==> src/rtl/dmac_arb_pkg.sv <==
// Shared types and helpers for the DMAC AXI read arbiter: FSM states,
// the requester-count ceiling and a one-hot to index converter.
package dmac_arb_pkg;

  localparam int N_MASTER_MAX = 8;
  localparam int IDX_W        = 3;

  typedef enum logic [1:0] {
    S_IDLE,
    S_ADDR,
    S_DATA
  } state_t;

  function automatic logic [IDX_W-1:0] onehot2idx(input logic [N_MASTER_MAX-1:0] oh);
    logic [IDX_W-1:0] idx;
    idx = '0;
    for (int i = 0; i < N_MASTER_MAX; i++)
      if (oh[i]) idx = idx | IDX_W'(i);
    return idx;
  endfunction

endpackage

==> src/rtl/dmac_rr_picker.sv <==
// Combinational rotating picker: first asserted request at or after ptr
// (wrapping at N) wins and is returned one-hot.
module dmac_rr_picker
  import dmac_arb_pkg::*;
#(
  parameter int N = 2
) (
  input  logic [N-1:0]     req,
  input  logic [IDX_W-1:0] ptr,
  output logic [N-1:0]     gnt
);

  logic found;

  always_comb begin
    gnt   = '0;
    found = 1'b0;
    // k is the search distance from ptr; the nearest requester wins
    for (int k = 0; k < N; k++)
      for (int i = 0; i < N; i++)
        if (!found && req[i] && (((int'(ptr) + k) % N) == i)) begin
          gnt[i] = 1'b1;
          found  = 1'b1;
        end
  end

endmodule

==> src/rtl/dmac_axi_rd_arbiter.sv <==
// One-burst-at-a-time AXI read arbiter for DMAC channel engines.
// Define DMAC_RD_ARB_FIXED_PRIO_EN for fixed priority (lowest index wins).
`ifndef AXI_DATA_WIDTH
`define AXI_DATA_WIDTH 32
`endif
`ifndef AXI_ID_WIDTH
`define AXI_ID_WIDTH 4
`endif

module dmac_axi_rd_arbiter
  import dmac_arb_pkg::*;
#(
  parameter int N_MASTER   = 2,
  parameter int ADDR_WIDTH = 32,
  parameter int DATA_WIDTH = `AXI_DATA_WIDTH,
  parameter int ID_WIDTH   = `AXI_ID_WIDTH
) (
  input  logic                         clk,
  input  logic                         rst_n,
  input  logic [N_MASTER-1:0]          m_arvalid,
  output logic [N_MASTER-1:0]          m_arready,
  input  logic [N_MASTER*ADDR_WIDTH-1:0] m_araddr,
  input  logic [N_MASTER*ID_WIDTH-1:0] m_arid,
  input  logic [N_MASTER*4-1:0]        m_arlen,
  output logic [N_MASTER-1:0]          m_rvalid,
  input  logic [N_MASTER-1:0]          m_rready,
  output logic [DATA_WIDTH-1:0]        m_rdata,
  output logic [ID_WIDTH-1:0]          m_rid,
  output logic [1:0]                   m_rresp,
  output logic                         m_rlast,
  output logic                         s_arvalid,
  input  logic                         s_arready,
  output logic [ADDR_WIDTH-1:0]        s_araddr,
  output logic [ID_WIDTH-1:0]          s_arid,
  output logic [3:0]                   s_arlen,
  input  logic                         s_rvalid,
  output logic                         s_rready,
  input  logic [DATA_WIDTH-1:0]        s_rdata,
  input  logic [ID_WIDTH-1:0]          s_rid,
  input  logic [1:0]                   s_rresp,
  input  logic                         s_rlast,
  output logic [N_MASTER-1:0]          grant_o
);

  state_t                  state, state_nxt;
  logic [N_MASTER-1:0]     grant, grant_nxt, win;
  logic [N_MASTER_MAX-1:0] grant_pad;
  logic [IDX_W-1:0]        g_idx, ptr;
  logic                    ar_fire, r_fire, burst_done;

  always_comb begin
    grant_pad                 = '0;
    grant_pad[N_MASTER-1:0]   = grant;
  end
  assign g_idx = onehot2idx(grant_pad);

  dmac_rr_picker #(.N(N_MASTER)) u_picker (
    .req (m_arvalid),
    .ptr (ptr),
    .gnt (win)
  );

  assign ar_fire    = s_arvalid & s_arready;
  assign r_fire     = s_rvalid & s_rready;
  assign burst_done = (state == S_DATA) && r_fire && s_rlast;

`ifdef DMAC_RD_ARB_FIXED_PRIO_EN
  assign ptr = '0;
`else
  logic [IDX_W-1:0] rr_ptr;
  // Pointer moves past the owner only once its burst has fully drained
  always_ff @(posedge clk or negedge rst_n) begin
    if (!rst_n)          rr_ptr <= '0;
    else if (burst_done) rr_ptr <= (g_idx == IDX_W'(N_MASTER-1)) ? '0 : g_idx + 1'b1;
  end
  assign ptr = rr_ptr;
`endif

  always_ff @(posedge clk or negedge rst_n) begin
    if (!rst_n) begin
      state <= S_IDLE;
      grant <= '0;
    end else begin
      state <= state_nxt;
      grant <= grant_nxt;
    end
  end

  always_comb begin
    state_nxt = state;
    grant_nxt = grant;
    case (state)
      S_IDLE: if (|m_arvalid) begin
        state_nxt = S_ADDR;
        grant_nxt = win;
      end
      S_ADDR: if (ar_fire) state_nxt = S_DATA;
      S_DATA: if (burst_done) begin
        state_nxt = S_IDLE;
        grant_nxt = '0;
      end
      default: begin
        state_nxt = S_IDLE;
        grant_nxt = '0;
      end
    endcase
  end

  // Only the owner's channel is connected; everything else idles at zero,
  // which also keeps all outputs low while reset holds state in IDLE.
  always_comb begin
    s_arvalid = 1'b0;
    s_araddr  = '0;
    s_arid    = '0;
    s_arlen   = '0;
    m_arready = '0;
    m_rvalid  = '0;
    s_rready  = 1'b0;
    for (int i = 0; i < N_MASTER; i++) begin
      if (grant[i] && state == S_ADDR) begin
        s_arvalid    = m_arvalid[i];
        s_araddr     = m_araddr[i*ADDR_WIDTH +: ADDR_WIDTH];
        s_arid       = m_arid[i*ID_WIDTH +: ID_WIDTH];
        s_arlen      = m_arlen[i*4 +: 4];
        m_arready[i] = s_arready;
      end
      if (grant[i] && state == S_DATA) begin
        m_rvalid[i] = s_rvalid;
        s_rready    = m_rready[i];
      end
    end
  end

  assign m_rdata = (state == S_DATA) ? s_rdata : '0;
  assign m_rid   = (state == S_DATA) ? s_rid   : '0;
  assign m_rresp = (state == S_DATA) ? s_rresp : '0;
  assign m_rlast = (state == S_DATA) ? s_rlast : 1'b0;
  assign grant_o = grant;

  a_arvalid_held: assert property (@(posedge clk) disable iff (!rst_n)
    (state == S_ADDR) |-> |(m_arvalid & grant))
    else $error("granted master dropped m_arvalid before AR handshake");

endmodule
==> config.mk <==
export PLATFORM = sky130hd
export DESIGN_NAME = dmac_axi_rd_arbiter
export DESIGN_NICKNAME = d
export VERILOG_FILES = /design/src/rtl/dmac_arb_pkg.sv /design/src/rtl/dmac_rr_picker.sv /design/src/rtl/dmac_axi_rd_arbiter.sv
export SDC_FILE = /design/constraint.sdc
export NUM_CORES = 1
export LEC_CHECK = 0
export BUFFER_PORTS_ARGS = -buffer_cell sky130_fd_sc_hd__buf_4
export CAP_MARGIN = 20
export CORE_AREA = 2 2 84 86
export DETAILED_ROUTE_END_ITERATION = 8
export DIE_AREA = 0 0 86 88
export PLACE_DENSITY = 0.57
export SKIP_CTS_REPAIR_TIMING = 1
export SYNTH_ARGS = -nofsm -noshare
export SYNTH_HDL_FRONTEND = slang
export SYNTH_HIERARCHICAL = 1
export SYNTH_SLANG_ARGS = --single-unit
==> constraint.sdc <==
create_clock -name clk -period 3.4 [get_ports clk]
set_input_delay 1.02 -clock clk [delete_from_list [all_inputs] [get_ports clk]]
set_output_delay 1.02 -clock clk [all_outputs]
set_load 0.005 [all_outputs]
==> impl_results.md, run 1 <==
- Status: finished, final reports clean
- Clock Tree Buf Depth: 2
- DRT antenna net count: 0
- CP top delay family: buffers and inverters
- Syn nets: 270
- DIE HEIGHT: 88 um
- Clock-pin slew on the worst setup and hold paths: ~0.040 ns
- Core area: 0.006644 sq mm
- PortBufs: 213
- Fillers: approximately 690
- Total GRT Usage: 0.1337
- RSZ-0062 raised after global routing: no
- CTS tree: yes
- Final setup TNS: 0 ns
- Die outline width: 86 um
- Vias per inst: 4.377
- Vias: 1869
- CP Launch Type: register
- Ys Warns: 6
- Worst slew pin tran: 0.4182 ns
- Mean routed wirelength per cell: 13.18 um
- Skew final: 0.003744 ns
- Slowest cell on crit path: dfrtp_1
- DPL Wire Length: 4.672 mm
- Layout cells sized above 1: 0.7349
- Worst EP arrival: 1.80 ns
- H-tree levels: 1
- Row count: 30
- PD cells: 456.8 mW/mm^2
- Final Hold Fails: 0
- Post-Synthesis Cells: 143
- Final hold slack: 0.5897 ns
- Fin util: 0.4198
- Root Driver: clkbuf_8
- Nets: 475
- PnR Total Power: 1.274 mW
- Final Cycle Share: 0.8291
- Pins Over Slew Limit: 0
- Worst path bufs/invs: 2
- Setup Viol. Count Final: 0
- I/O pin cnt: 214
- Vias in the first global route: 1775
- Global route overflow: 0
- Initial antenna violation count: 0
- CP most frequent cell: buf_4
- VDD IR max: 231.5 uV
- Leak: 1.567 nW
- Syn-to-layout area delta: 139.4%
- N_diodes: 0
- CP Capture Type: primary output
- Die ar.: ~0.0076 sq mm
- Data required, critical path: 2.38 ns
- Peak Freq: 0.3548 GHz
- Worst min path class: in -> async
- Worst-Skew Late Latency: 0.22 ns
- Mapped Area: 0.001165 sq mm
- Final min period: 2.819 ns
- Slowest stage delay, CP: about 0.46 ns
- Worst path cell trace: nor2b_4 > nand2_1 > nor2_4 > buf_4 > a22o_1 > buf_4
- Iter 0 DRT Violations: 28
- DRC: 0
- Post-route insts no fill: 427
- Worst relative slew slack: 0.7212
- Placed Cells: 423
- Final GP Congestion: roughly 0.76
- First drt pass iteration count: 2
- Final WL: 5.627 mm
- Total of max-cap violations: 0
- Worst Path Class, Setup: reg -> out
- Avg Cell Area, Syn: 8.146 sq um
- Total CTS buffers: 3
- CP max FO: 40
- Pin count of the biggest net entering global routing: 44
- First-pass GRT wire length: roughly 8.4 mm
- Clk sinks: 5
- Initial Util: 0.1753
sequential cells by signal, indices dropped and copies added (netlist names):
register  cells
ptr           1
grant_o       2
state         2
cell type report:
class / instances / area [sq um] / area share
clock buffer: 4 / 45.04 / 0.01615
inverter: 2 / 7.507 / 0.002692
multi-input combinational: 120 / 889.6 / 0.3190
sequential: 5 / 125.1 / 0.04486
tap: 80 / 100.1 / 0.03589
timing repair buffer: 216 / 1622 / 0.5814
placed cells by master (no fill, tap or decap), drive strengths merged, types with 3 or more instances in the layout:
master / instances
clkbuf: 4
nand2: 7
dfrtp: 5
a21boi: 3
and2: 40
a21oi: 3
and3: 4
a22o: 40
buf: 216
nor2: 6
path summary, 6_finish.rpt:
kind	start	to	slack, ns	cells past startpoint
worst max-delay path	state[0]$_DFFE_PN0P_	s_arlen[0]	0.58	6
worst min-delay path	rst_n	grant_o[1]$_DFFE_PN0P_	0.59	1
worst max register to register	grant_o[1]$_DFFE_PN0P_	grant_o[0]$_DFFE_PN0P_	1.96	4
worst min register to register	state[0]$_DFFE_PN0P_	grant_o[0]$_DFFE_PN0P_	0.59	1
max in group asynchronous	rst_n	state[0]$_DFFE_PN0P_	2.70	1
min in group clk	state[0]$_DFFE_PN0P_	grant_o[0]$_DFFE_PN0P_	0.59	1
stage by stage:
stage                     worst slack, ns  area, sq um
after floorplan                     1.000         1165
after global placement             0.7235         2744
after detailed placement           0.6988         2744
after CTS                          0.5630         2789
after global routing               0.4350         2789
final                              0.5812         2789
worst reg2reg max path, stage by stage, from the launching register on:
cell       delay [ns]
dfrtp_1          0.59
and3b_1          0.24
a211o_1          0.28
o311a_2          0.12
o2bb2ai_1        0.14
metal layers:
metal | routed length [um] | GRT usage
met1 | 2007 | 0.1447
met2 | 2970 | 0.2671
met3 | 650 | 0.04053
met4 | 0 | 0.004329
met5 | 0 | 0
power by group:
group / switching [mW] / internal, mW / leakage (nW) / total, mW
logic: 0.404 / 0.627 / 1.48 / 1.03
registers: 0.0569 / 0.0796 / 0.0637 / 0.136
clock network: 0.0266 / 0.0803 / 0.0228 / 0.107
(Power assumes the default switching activity.)
==> inputs of run 2 (changes only) <==
--- a/config.mk
+++ b/config.mk
@@ -7,10 +7,10 @@
 export LEC_CHECK = 0
 export BUFFER_PORTS_ARGS = -buffer_cell sky130_fd_sc_hd__buf_4
 export CAP_MARGIN = 20
-export CORE_AREA = 2 2 84 86
+export CORE_AREA = 2 2 82 84
 export DETAILED_ROUTE_END_ITERATION = 8
-export DIE_AREA = 0 0 86 88
-export PLACE_DENSITY = 0.57
+export DIE_AREA = 0 0 84 86
+export PLACE_DENSITY = 0.59
 export SKIP_CTS_REPAIR_TIMING = 1
 export SYNTH_ARGS = -nofsm -noshare
 export SYNTH_HDL_FRONTEND = slang
==> constraint.sdc (replaced) <==
create_clock -name clk -period 2.6 [get_ports clk]
set_input_delay 0.78 -clock clk [delete_from_list [all_inputs] [get_ports clk]]
set_output_delay 0.78 -clock clk [all_outputs]
set_load 0.005 [all_outputs]
==> run 2 against run 1 <==
  * Global-route usage is 0.99 points higher
  * Clock skew rose by 0.00051 ns
  * Die area down 4.5%
  * Power up 34%
==> impl_results.md, run 2 (same netlist as run 1, synthesis figures left out) <==
- Row count: 29
- Final min period: 2.408 ns
- Reg2Reg Launch Point: grant_o[1]$_DFFE_PN0P_
- Final WL: 5.889 mm
- Core area: 0.006277 sq mm
- Pin count of the biggest net entering global routing: 44
- Commonest cells after routing, fill and taps aside: 215 x buf_4, 40 x a22o_1, 30 x and2_2
- Clock Tree Buf Depth: 2
- Iter 0 DRT Violations: 27
- H-tree levels: 1
- Nets: 476
- Syn-to-layout area delta: 141.1%
- RSZ-0062 raised after global routing: no
- Layout cells sized above 1: 0.7356
- Skew final: around 0.0043 ns
- Multi-input logic area: 889.6 sq um
- Worst-Skew Late Latency: 0.22 ns
- Worst Path Class, Setup: reg -> out
- I/O pin cnt: roughly 210
- Total GRT Usage: 0.1435
- Vias in the first global route: about 1800
- Pins Over Slew Limit: 0
- DIE HEIGHT: 86 um
- Global route overflow: 0
- Initial antenna violation count: 0
- Total of max-cap violations: 0
- Vias per inst: around 4.4
- Fillers: 653
- Worst relative slew slack: 0.7404
- Leak: 1.576 nW
- Storage cell area: 125.1 sq um
- First drt pass iteration count: 4
- Final Cycle Share: 0.9261
- Leading cell type in the layout, fill and taps excluded: buf_4
- CP max FO: 40
- FF-to-FF path depth: 5
- Mean routed wirelength per cell: 13.86 um
- DRC: 0
- Capturing point of the worst reg2reg path: grant_o[0]$_DFFE_PN0P_
- Vias: about 1900
- CP Capture Type: primary output
- CP Launch Type: register
- Setup Viol. Count Final: 0
- Clk sinks: 5
- DPL Wire Length: 4.950 mm
- Worst EP arrival: 1.63 ns
- N_diodes: 0
- DRT antenna net count: 0
- Final Hold Fails: 0
- Final setup TNS: 0 ns
- Peak Freq: 0.4153 GHz
- Root Driver: clkbuf_8
- Final GP Congestion: 0.7509
- Fin util: 0.4475
- PD cells: 608.5 mW/mm^2
- First-pass GRT wire length: 8.645 mm
- Worst slew pin tran: 0.3859 ns
- R2R Setup Slk: 1.21 ns
- Worst min path class: in -> async
- Die ar.: 0.007224 sq mm
- VDD IR max: 339.8 uV
- Data required, critical path: 1.82 ns
- CTS tree: yes
- Die outline width: approximately 84 um
- Initial Util: 0.1856
- Status: finished, final reports clean
- PortBufs: 213
- Clock-pin slew on the worst setup and hold paths: 0.04 ns
- Total CTS buffers: 3
[run 2: power by group]
group / total, mW / internal [mW] / leakage (nW) / switching [mW]
Combinational: 1.41 / 0.855 / 1.49 / 0.553
Sequential: 0.158 / 0.104 / 0.0637 / 0.0534
Clock: 0.144 / 0.105 / 0.0228 / 0.0389
Total: 1.71 / 1.06 / 1.58 / 0.645
[run 2: final cells by class]
type                    instances  share of cell area
clock buffers                   4             0.01604
multi-input cells             120              0.3167
well taps                      77             0.03430
flip-flops and latches          5             0.04454
inverters                       2            0.002673
repair buffers                217              0.5857
[run 2: worst max-delay path by stage]
stage	from	to	slack, ns	depth (start not counted)
detailed placement	m_arvalid[0]	s_arvalid	0.33	4
CTS	state[1]$_DFFE_PN0P_	s_araddr[2]	0.09	5
global route	state[1]$_DFFE_PN0P_	s_arlen[1]	0.09	5
floorplan	state[0]$_DFFE_PN0P_	s_araddr[0]	0.65	5
finish	state[0]$_DFFE_PN0P_	s_araddr[2]	0.19	5
global placement	m_arvalid[0]	s_arvalid	0.32	4
[run 2: per-layer routing]
layer / track usage / vias to the layer above / routed length [um]
li1: - / 933 / -
met1: 0.1550 / 831 / 2133
met2: 0.2873 / 109 / 3179
met3: 0.03369 / 4 / 552
met4: 0.02199 / 0 / 23
met5: 0 / - / 0
[run 2: stage by stage]
step	hold slack [ns]	setup WS, ns	std cells	instance area, sq um	total power [mW]
floorplan	0.4844	0.6451	143	1165	0.9213
global placement	0.5647	0.3243	421	2760	1.568
detailed placement	0.5703	0.3256	421	2760	1.574
CTS	0.3542	0.09367	425	2805	1.729
global route	0.3529	0.08644	425	2809	1.838
finish	0.3554	0.1922	425	2809	1.709
[run 2: worst max-delay path, cell delays in order, from the launching register on]
cell and delay [ns]:
dfrtp_1 0.45, nor2b_4 0.21, and2_1 0.15, buf_6 0.27, a22o_1 0.21, buf_4 0.11
